<file path="src/rtl/odd_parity_rx.sv">
// Odd-parity serial receiver: deserialises start/data/parity/stop frames
// and presents each word with parity and framing flags as a one-cycle strobe.
module odd_parity_rx #(
  parameter int unsigned DATA_BITS    = 8,
  parameter int unsigned CLKS_PER_BIT = 16
) (
  input  logic                 clk,
  input  logic                 rst,
  input  logic                 rx,
  output logic [DATA_BITS-1:0] data_out,
  output logic                 data_valid,
  output logic                 parity_err,
  output logic                 frame_err,
  output logic                 busy
);

  localparam int unsigned CW = $clog2(CLKS_PER_BIT);
  localparam int unsigned BW = $clog2(DATA_BITS + 1);
  localparam logic [CW-1:0] HALF_LAST = CW'(CLKS_PER_BIT / 2 - 1);
  localparam logic [CW-1:0] BIT_LAST  = CW'(CLKS_PER_BIT - 1);
  localparam logic [BW-1:0] DATA_LAST = BW'(DATA_BITS - 1);

  typedef enum logic [2:0] {
    IDLE   = 3'd0,
    START  = 3'd1,
    DATA   = 3'd2,
    PARITY = 3'd3,
    STOP   = 3'd4,
    BREAK  = 3'd5
  } state_t;

  state_t               state, state_nxt;
  logic                 rx_q1, rx_s;
  logic [CW-1:0]        clk_cnt, clk_cnt_nxt;
  logic [BW-1:0]        bit_cnt, bit_cnt_nxt;
  logic [DATA_BITS-1:0] shift, shift_nxt;
  logic                 par, par_nxt;
  logic                 stop_bit, stop_nxt;
  logic                 done_q, done_nxt;
  logic [DATA_BITS-1:0] data_out_nxt;
  logic                 data_valid_nxt, parity_err_nxt, frame_err_nxt, busy_nxt;

  // Two-flop synchroniser, reset to the idle line level
  always_ff @(posedge clk or posedge rst) begin
    if (rst) begin
      rx_q1 <= 1'b1;
      rx_s  <= 1'b1;
    end else begin
      rx_q1 <= rx;
      rx_s  <= rx_q1;
    end
  end

  always_ff @(posedge clk or posedge rst) begin
    if (rst) begin
      state      <= IDLE;
      clk_cnt    <= '0;
      bit_cnt    <= '0;
      shift      <= '0;
      par        <= 1'b0;
      stop_bit   <= 1'b0;
      done_q     <= 1'b0;
      data_out   <= '0;
      data_valid <= 1'b0;
      parity_err <= 1'b0;
      frame_err  <= 1'b0;
      busy       <= 1'b0;
    end else begin
      state      <= state_nxt;
      clk_cnt    <= clk_cnt_nxt;
      bit_cnt    <= bit_cnt_nxt;
      shift      <= shift_nxt;
      par        <= par_nxt;
      stop_bit   <= stop_nxt;
      done_q     <= done_nxt;
      data_out   <= data_out_nxt;
      data_valid <= data_valid_nxt;
      parity_err <= parity_err_nxt;
      frame_err  <= frame_err_nxt;
      busy       <= busy_nxt;
    end
  end

  // Next-state and datapath; done_q delays the strobe one cycle past the stop sample
  always_comb begin
    state_nxt   = state;
    clk_cnt_nxt = clk_cnt + CW'(1);
    bit_cnt_nxt = bit_cnt;
    shift_nxt   = shift;
    par_nxt     = par;
    stop_nxt    = stop_bit;
    done_nxt    = 1'b0;

    case (state)
      IDLE: begin
        clk_cnt_nxt = '0;
        if (!rx_s) state_nxt = START;
      end
      START: begin
        if (clk_cnt == HALF_LAST) begin
          clk_cnt_nxt = '0;
          bit_cnt_nxt = '0;
          state_nxt   = rx_s ? IDLE : DATA;
        end
      end
      DATA: begin
        if (clk_cnt == BIT_LAST) begin
          clk_cnt_nxt = '0;
          shift_nxt   = DATA_BITS'({rx_s, shift} >> 1);
          bit_cnt_nxt = bit_cnt + BW'(1);
          if (bit_cnt == DATA_LAST) state_nxt = PARITY;
        end
      end
      PARITY: begin
        if (clk_cnt == BIT_LAST) begin
          clk_cnt_nxt = '0;
          par_nxt     = rx_s;
          state_nxt   = STOP;
        end
      end
      STOP: begin
        if (clk_cnt == BIT_LAST) begin
          clk_cnt_nxt = '0;
          stop_nxt    = rx_s;
          done_nxt    = 1'b1;
          state_nxt   = rx_s ? IDLE : BREAK;
        end
      end
      BREAK: begin
        clk_cnt_nxt = '0;
        if (rx_s) state_nxt = IDLE;
      end
      default: begin
        clk_cnt_nxt = '0;
        state_nxt   = IDLE;
      end
    endcase

    data_out_nxt   = done_q ? shift : data_out;
    data_valid_nxt = done_q;
    parity_err_nxt = done_q & ~(^shift ^ par);
    frame_err_nxt  = done_q & ~stop_bit;
    busy_nxt       = (state_nxt != IDLE);
  end

endmodule
</file>
<file path="config.mk">
export PLATFORM = sky130hd
export DESIGN_NAME = odd_parity_rx
export DESIGN_NICKNAME = d
export VERILOG_FILES = /design/src/rtl/odd_parity_rx.sv
export SDC_FILE = /design/constraint.sdc
export NUM_CORES = 1
export LEC_CHECK = 0
export BUFFER_PORTS_ARGS = -buffer_cell sky130_fd_sc_hd__buf_2
export CORE_UTILIZATION = 30
export CTS_CLUSTER_DIAMETER = 200
export CTS_CLUSTER_SIZE = 14
export DETAILED_ROUTE_END_ITERATION = 16
export PLACE_DENSITY = 0.42
export SLEW_MARGIN = 20
export SYNTH_ARGS = -nofsm -noshare
export SYNTH_HDL_FRONTEND = slang
export SYNTH_SLANG_ARGS = --single-unit
</file>
<file path="constraint.sdc">
create_clock -name clk -period 3 [get_ports clk]
set_input_delay 0.9 -clock clk [delete_from_list [all_inputs] [get_ports clk]]
set_output_delay 0.9 -clock clk [all_outputs]
set_load 0.05 [all_outputs]
</file>
### Word level (Yosys, flattened, before mapping)

Index checks and enable logic that the tools add are counted.

| word-level totals | value |
|---|---|
| bits in read-only memories | 0 |
| bits of input ports | 3 |
| register bits after elaboration | 36 |
| memory bits (writable) | 0 |
| output and inout bits | 12 |
| latch bits | 0 |
| memories kept | 0 |
| logic and storage cells | 58 |

| operators by class | value |
|---|---|
| $add $sub $neg | 2 |
| reductions and logical operators | 9 |
| shift operators | 0 |
| multiply operators | 0 |
| order comparisons | 0 |
| div/mod/pow operators | 0 |
| equality and inequality tests | 10 |
| bitwise logic cells | 5 |
| mux-type cells | 18 |

Operator list:

| cell | count |
|---|---|
| $mux W3 | 8 |
| $pmux W3 S6 | 1 |
| $mux W4 | 4 |
| $pmux W4 S2 | 2 |
| $add A4 B1 Y4 const B | 2 |
| $eq A4 B3 Y1 const B | 2 |
| $reduce_xor A8 Y1 | 1 |
| $eq A3 B2 Y1 const B | 2 |
| $eq A3 B3 Y1 const B | 2 |
| $reduce_and A2 Y1 | 3 |
| $eq A4 B4 Y1 const B | 1 |
| $ne A2 B2 Y1 const B | 2 |
| $eq A3 B1 Y1 const B | 1 |
| $logic_not A3 Y1 | 1 |
| $reduce_and A3 Y1 | 1 |
| $reduce_bool A3 Y1 | 1 |
| $reduce_or A3 Y1 | 1 |
| $and A1 B1 Y1 | 2 |
| $mux W1 | 2 |
| $mux W2 | 1 |
| $not A1 Y1 | 2 |
| $reduce_bool A2 Y1 | 1 |
| $xor A1 B1 Y1 | 1 |

### Logic depth before layout (Yosys ltp)

| logic depth | value |
|---|---|
| depth in word-level cells | 5 |
| gate-level depth with buffers | 6 |
| depth with buffers taken out | 5 |

### Least setup slack after synthesis

OpenSTA, ideal clock, no wires.

| timing path | value |
|---|---|
| path type | reg2reg |
| from | register clk_cnt[3] |
| to | register bit_cnt[3] |
| required time | 2.931 ns |
| setup slack | 1.176 ns |
| library setup time | 0.069 ns |
| arrival time | 1.755 ns |
| period minus slack after synthesis | 1.824 ns |
| stages on the path, launching flop included | 6 |
| buffers on the path | 1 |
| cell sequence | dfrtp_1 -> buf_6 -> or3b_1 -> a211o_1 -> or4_1 -> nand3_1 |

| on the way | value |
|---|---|
| word-level cells in the longest chain between the ends | 3 |
| elaborated cells between the ends (all ways) | 5 |
| classes of those cells | 4 x eq/ne; 1 x reduce/logical |

Ends and longest elaborated chain:

| element | line | text |
|---|---|---|
| start: declaration | 34 | `logic [CW-1:0] clk_cnt, clk_cnt_nxt;` |
| start signal: assignment | 70 | `clk_cnt <= clk_cnt_nxt;` |
| $eq A4 B4 Y1 or $eq A4 B3 Y1 (tied branches) | 107, 100 |  |
| $ne A2 B2 Y1 (no source line) | -- |  |
| $reduce_and A3 Y1 (no source line) (*) | -- |  |
| end signal: assignment | 71 | `bit_cnt <= bit_cnt_nxt;` |
| end: declaration | 35 | `logic [BW-1:0] bit_cnt, bit_cnt_nxt;` |

Every way passes the cells marked *; elsewhere a longest branch is shown, timed or not.
A chain may end at the register's enable or synchronous reset.

### Worst setup path after layout

| timing path | value |
|---|---|
| from | register state[0] |
| to | register bit_cnt[3] |

| on the way | value |
|---|---|
| word-level cells in the longest chain between the ends | 3 |
| elaborated cells between the ends (all ways) | 7 |
| classes of those cells | 4 x eq/ne; 1 x mux; 2 x reduce/logical |

Ends and longest elaborated chain:

| element | line | text |
|---|---|---|
| start: declaration | 32 | `state_t state, state_nxt;` |
| start signal: assignment | 69 | `state <= state_nxt;` |
| $eq A3 B2 Y1 or $eq A3 B1 Y1 (tied branches) | 94 | `case (state)` |
| $ne A2 B2 Y1 (no source line) or $reduce_bool A2 Y1 (tied branches) | -- |  |
| $reduce_and A3 Y1 (no source line) | -- |  |

Several ways; a longest one is shown, not always the timed one.

==> results_dict.tcl <==
set metrics [dict create \
    skew_ns 0.00433 \
    timing.setup.tns_ns 0 \
    cts_buffers 5 \
    yosysWarnings 0 \
    min_path_type "register to register" \
    yosysUniqueCellTypes 36 \
    die_x_um 75.7 \
    place_congestion 0.776 \
    antenna_found_initial 0 \
    synth_top_area_cell "dfrtp_1" \
    post_cts_resized 0 \
    portBuffers 14 \
    maxCapViolations 0 \
    rows 26 \
    core-area_mm2 0.00517 \
    dr.pass1.iters 4 \
    grt.total_usage_pct 10.9 \
    cts_buffer_depth 2 \
    ios 15 \
    via_per_inst 4.48 \
    n_antenna_cell 0 \
    drc_errors 0 \
    arrival_ns 2.18 \
    wire_per_inst_um 12.5 \
    cts_tree "yes" \
    syn-num-nets 135 \
    status "completed" \
    hold_violations 0 \
    vdd_drop_max_mv 0.244 \
    grt_max_degree 37 \
    clk_latency_ns 0.28 \
    start_kind "register" \
    syn_inst 130 \
    setup_viol 0 \
    initial_core_util_pct 31.5 \
    synth.cell_area_mm2 0.00163 \
    synth.top_cell.area_share_pct 52.2 \
    seq_area_frac_synth_pct 55.5 \
    grt_pass1_vias 910 \
    grt-ovfl-total 0 \
    fin_crit_sh_pct 65.5 \
    dieHeight_um 75.7 \
    drive_gt1_share_pct 31.8 \
    clock-sinks 36 \
    stdcell_count 218 \
    postCtsSetupRepairBufs 0 \
    nets 152 \
    worstSetupPathType "register to register" \
    dp.cells 210 \
    drt_wl_total_um 2720 \
    drtIter0Drc 41 \
    timing.fmax_ghz 0.509 \
    static-leakage-power_uw 0.000898 \
    path_max_fanout 13 \
    syn_area_per_cell_um2 12.5 \
    grt_pass1_wl_um 4420 \
    cts_root_buf "clkbuf_8" \
    placed_cell_area_mm2 0.00175 \
    worstMarginPinSlew_ns 0.456 \
    postCtsHoldBufs 0 \
    fin_crit_ns 1.96 \
    maxSlewViolCount 0 \
    end_kind "register" \
    fill_cells 525 \
    hpwl_um 1830 \
    dieArea_mm2 0.00573 \
    rsz0062_at_grt "no" \
    relSlewSlack_pct 69.6 \
    htreeDepth 2 \
    required_ns 3.22 \
    power_density_mw_per_mm2 696 \
    final_cell_area_mm2 0.00185 \
    yosys-top-cells-area "dfrtp_1 52%, mux2_2 13%, dfstp_2 3.2%" \
    ys_ff_latch 36 \
    syn_to_final_growth_pct 13.3 \
    final_antenna_net_count 0 \
    dr_total_vias 977 \
    clkTransAtPathRegs_ns 0.07 \
]
[routing by layer]
layer	wire [µm]	global-route usage, %
met2	1230	14.6
met3	82	4.37
met5	0	0
met4	40	4.32
met1	1370	15.6
[synth_stat cells]
cell / instances
buf_6: 3
or3b_1: 1
buf_2: 1
o21ai_0: 6
dfrtp_1: 34
ha_1: 2
or3_1: 2
a2bb2oi_1: 1
o21a_1: 2
or4_1: 2
a211o_1: 1
mux2_2: 19
or3b_2: 1
and3_2: 1
xor2_1: 4
nand2b_1: 2
buf_4: 1
xnor3_1: 1
nor3b_1: 1
nor3_1: 1
nand3b_1: 1
dfstp_2: 2
and2b_2: 1
and4b_1: 1
nor2_1: 7
a211oi_1: 1
xnor2_1: 6
and3b_1: 1
o221ai_1: 1
nand2_1: 5
inv_1: 2
nor2b_1: 4
clkbuf_1: 1
nand3_1: 6
and2_1: 2
a21oi_1: 3
[worst paths after layout]
kind | startpoint | end | slack [ns] | depth (start not counted)
worst max-delay path | state[0] | bit_cnt[3] | 1.04 | 4
worst max register to register | state[0] | bit_cnt[3] | 1.04 | 4
worst min register to register | rx_q1 | rx_s | 0.36 | 0
max in group asynchronous | rst | rx_q1 | 1.94 | 3
worst min-delay path | rx_q1 | rx_s | 0.36 | 0
min in group asynchronous | rst | bit_cnt[1] | 0.71 | 3
[worst max-delay path, cell delays in order, from the launching register on]
cell,delay (ns)
dfrtp_1,0.55
or3b_1,0.38
a211o_1,0.36
or4_1,0.52
nand3_1,0.09
[area by class of cell]
type / instances / area (µm²) / share of cell area [%]
timing repair buffer: 16 / 85.1 / 4.61
clock buffer: 7 / 86.3 / 4.68
multi-input combinational: 86 / 668 / 36.2
inverter: 2 / 7.51 / 0.407
sequential: 36 / 903 / 48.9
tap: 70 / 87.6 / 4.75
clock inverter: 1 / 7.51 / 0.407
[power by group]
part | switching (µW) | internal, µW
sequential | 85.8 | 549
clock | 164 | 186
combinational | 143 | 156
[flip-flops by register name (all words and copies together) (netlist names), 3 cells and up]
register / cells
bit_cnt: 4
clk_cnt: 4
data_out: 8
shift: 8
state: 3
[layout by cell type, fill, tap and decap left out, drive strengths merged, types with 2 or more instances in the layout]
cell type  count
dfrtp         34
mux2          19
buf           16
nor2           7
clkbuf         7
nand3          6
o21ai          6
xnor2          6
nand2          5
nor2b          4
xor2           4
a21oi          3
nand2b         2
o21a           2
or3            2
and2           2
or4            2
inv            2
ha             2
dfstp          2
or3b           2
[metrics by stage]
stage	hold WS [ns]	worst slack, ns	power [µW]	util, %
2_1_floorplan	0.345	1.18	911	-
3_3_place_gp	0.349	1.08	945	33.9
3_5_place_dp	0.353	1.04	946	33.9
4_1_cts	0.365	1.03	1310	35.7
5_1_grt	0.369	0.944	1380	35.7
6_report	0.361	1.04	1280	35.7
[logic make-up (layout without fill, tap and decap cells)]
logic type,after synthesis,in the layout,share of synthesized area [%]
buffers and inverters,8,26,3.53
xor gates and xnor gates,11,11,6.76
adders and majority gates,2,2,1.54
AOI/OAI and AO/OA,15,15,5.76
muxes,19,19,13.1
DFF,36,36,55.5
and+or+nand+nor,39,39,13.8
Power figures use the tool's default switching activity.
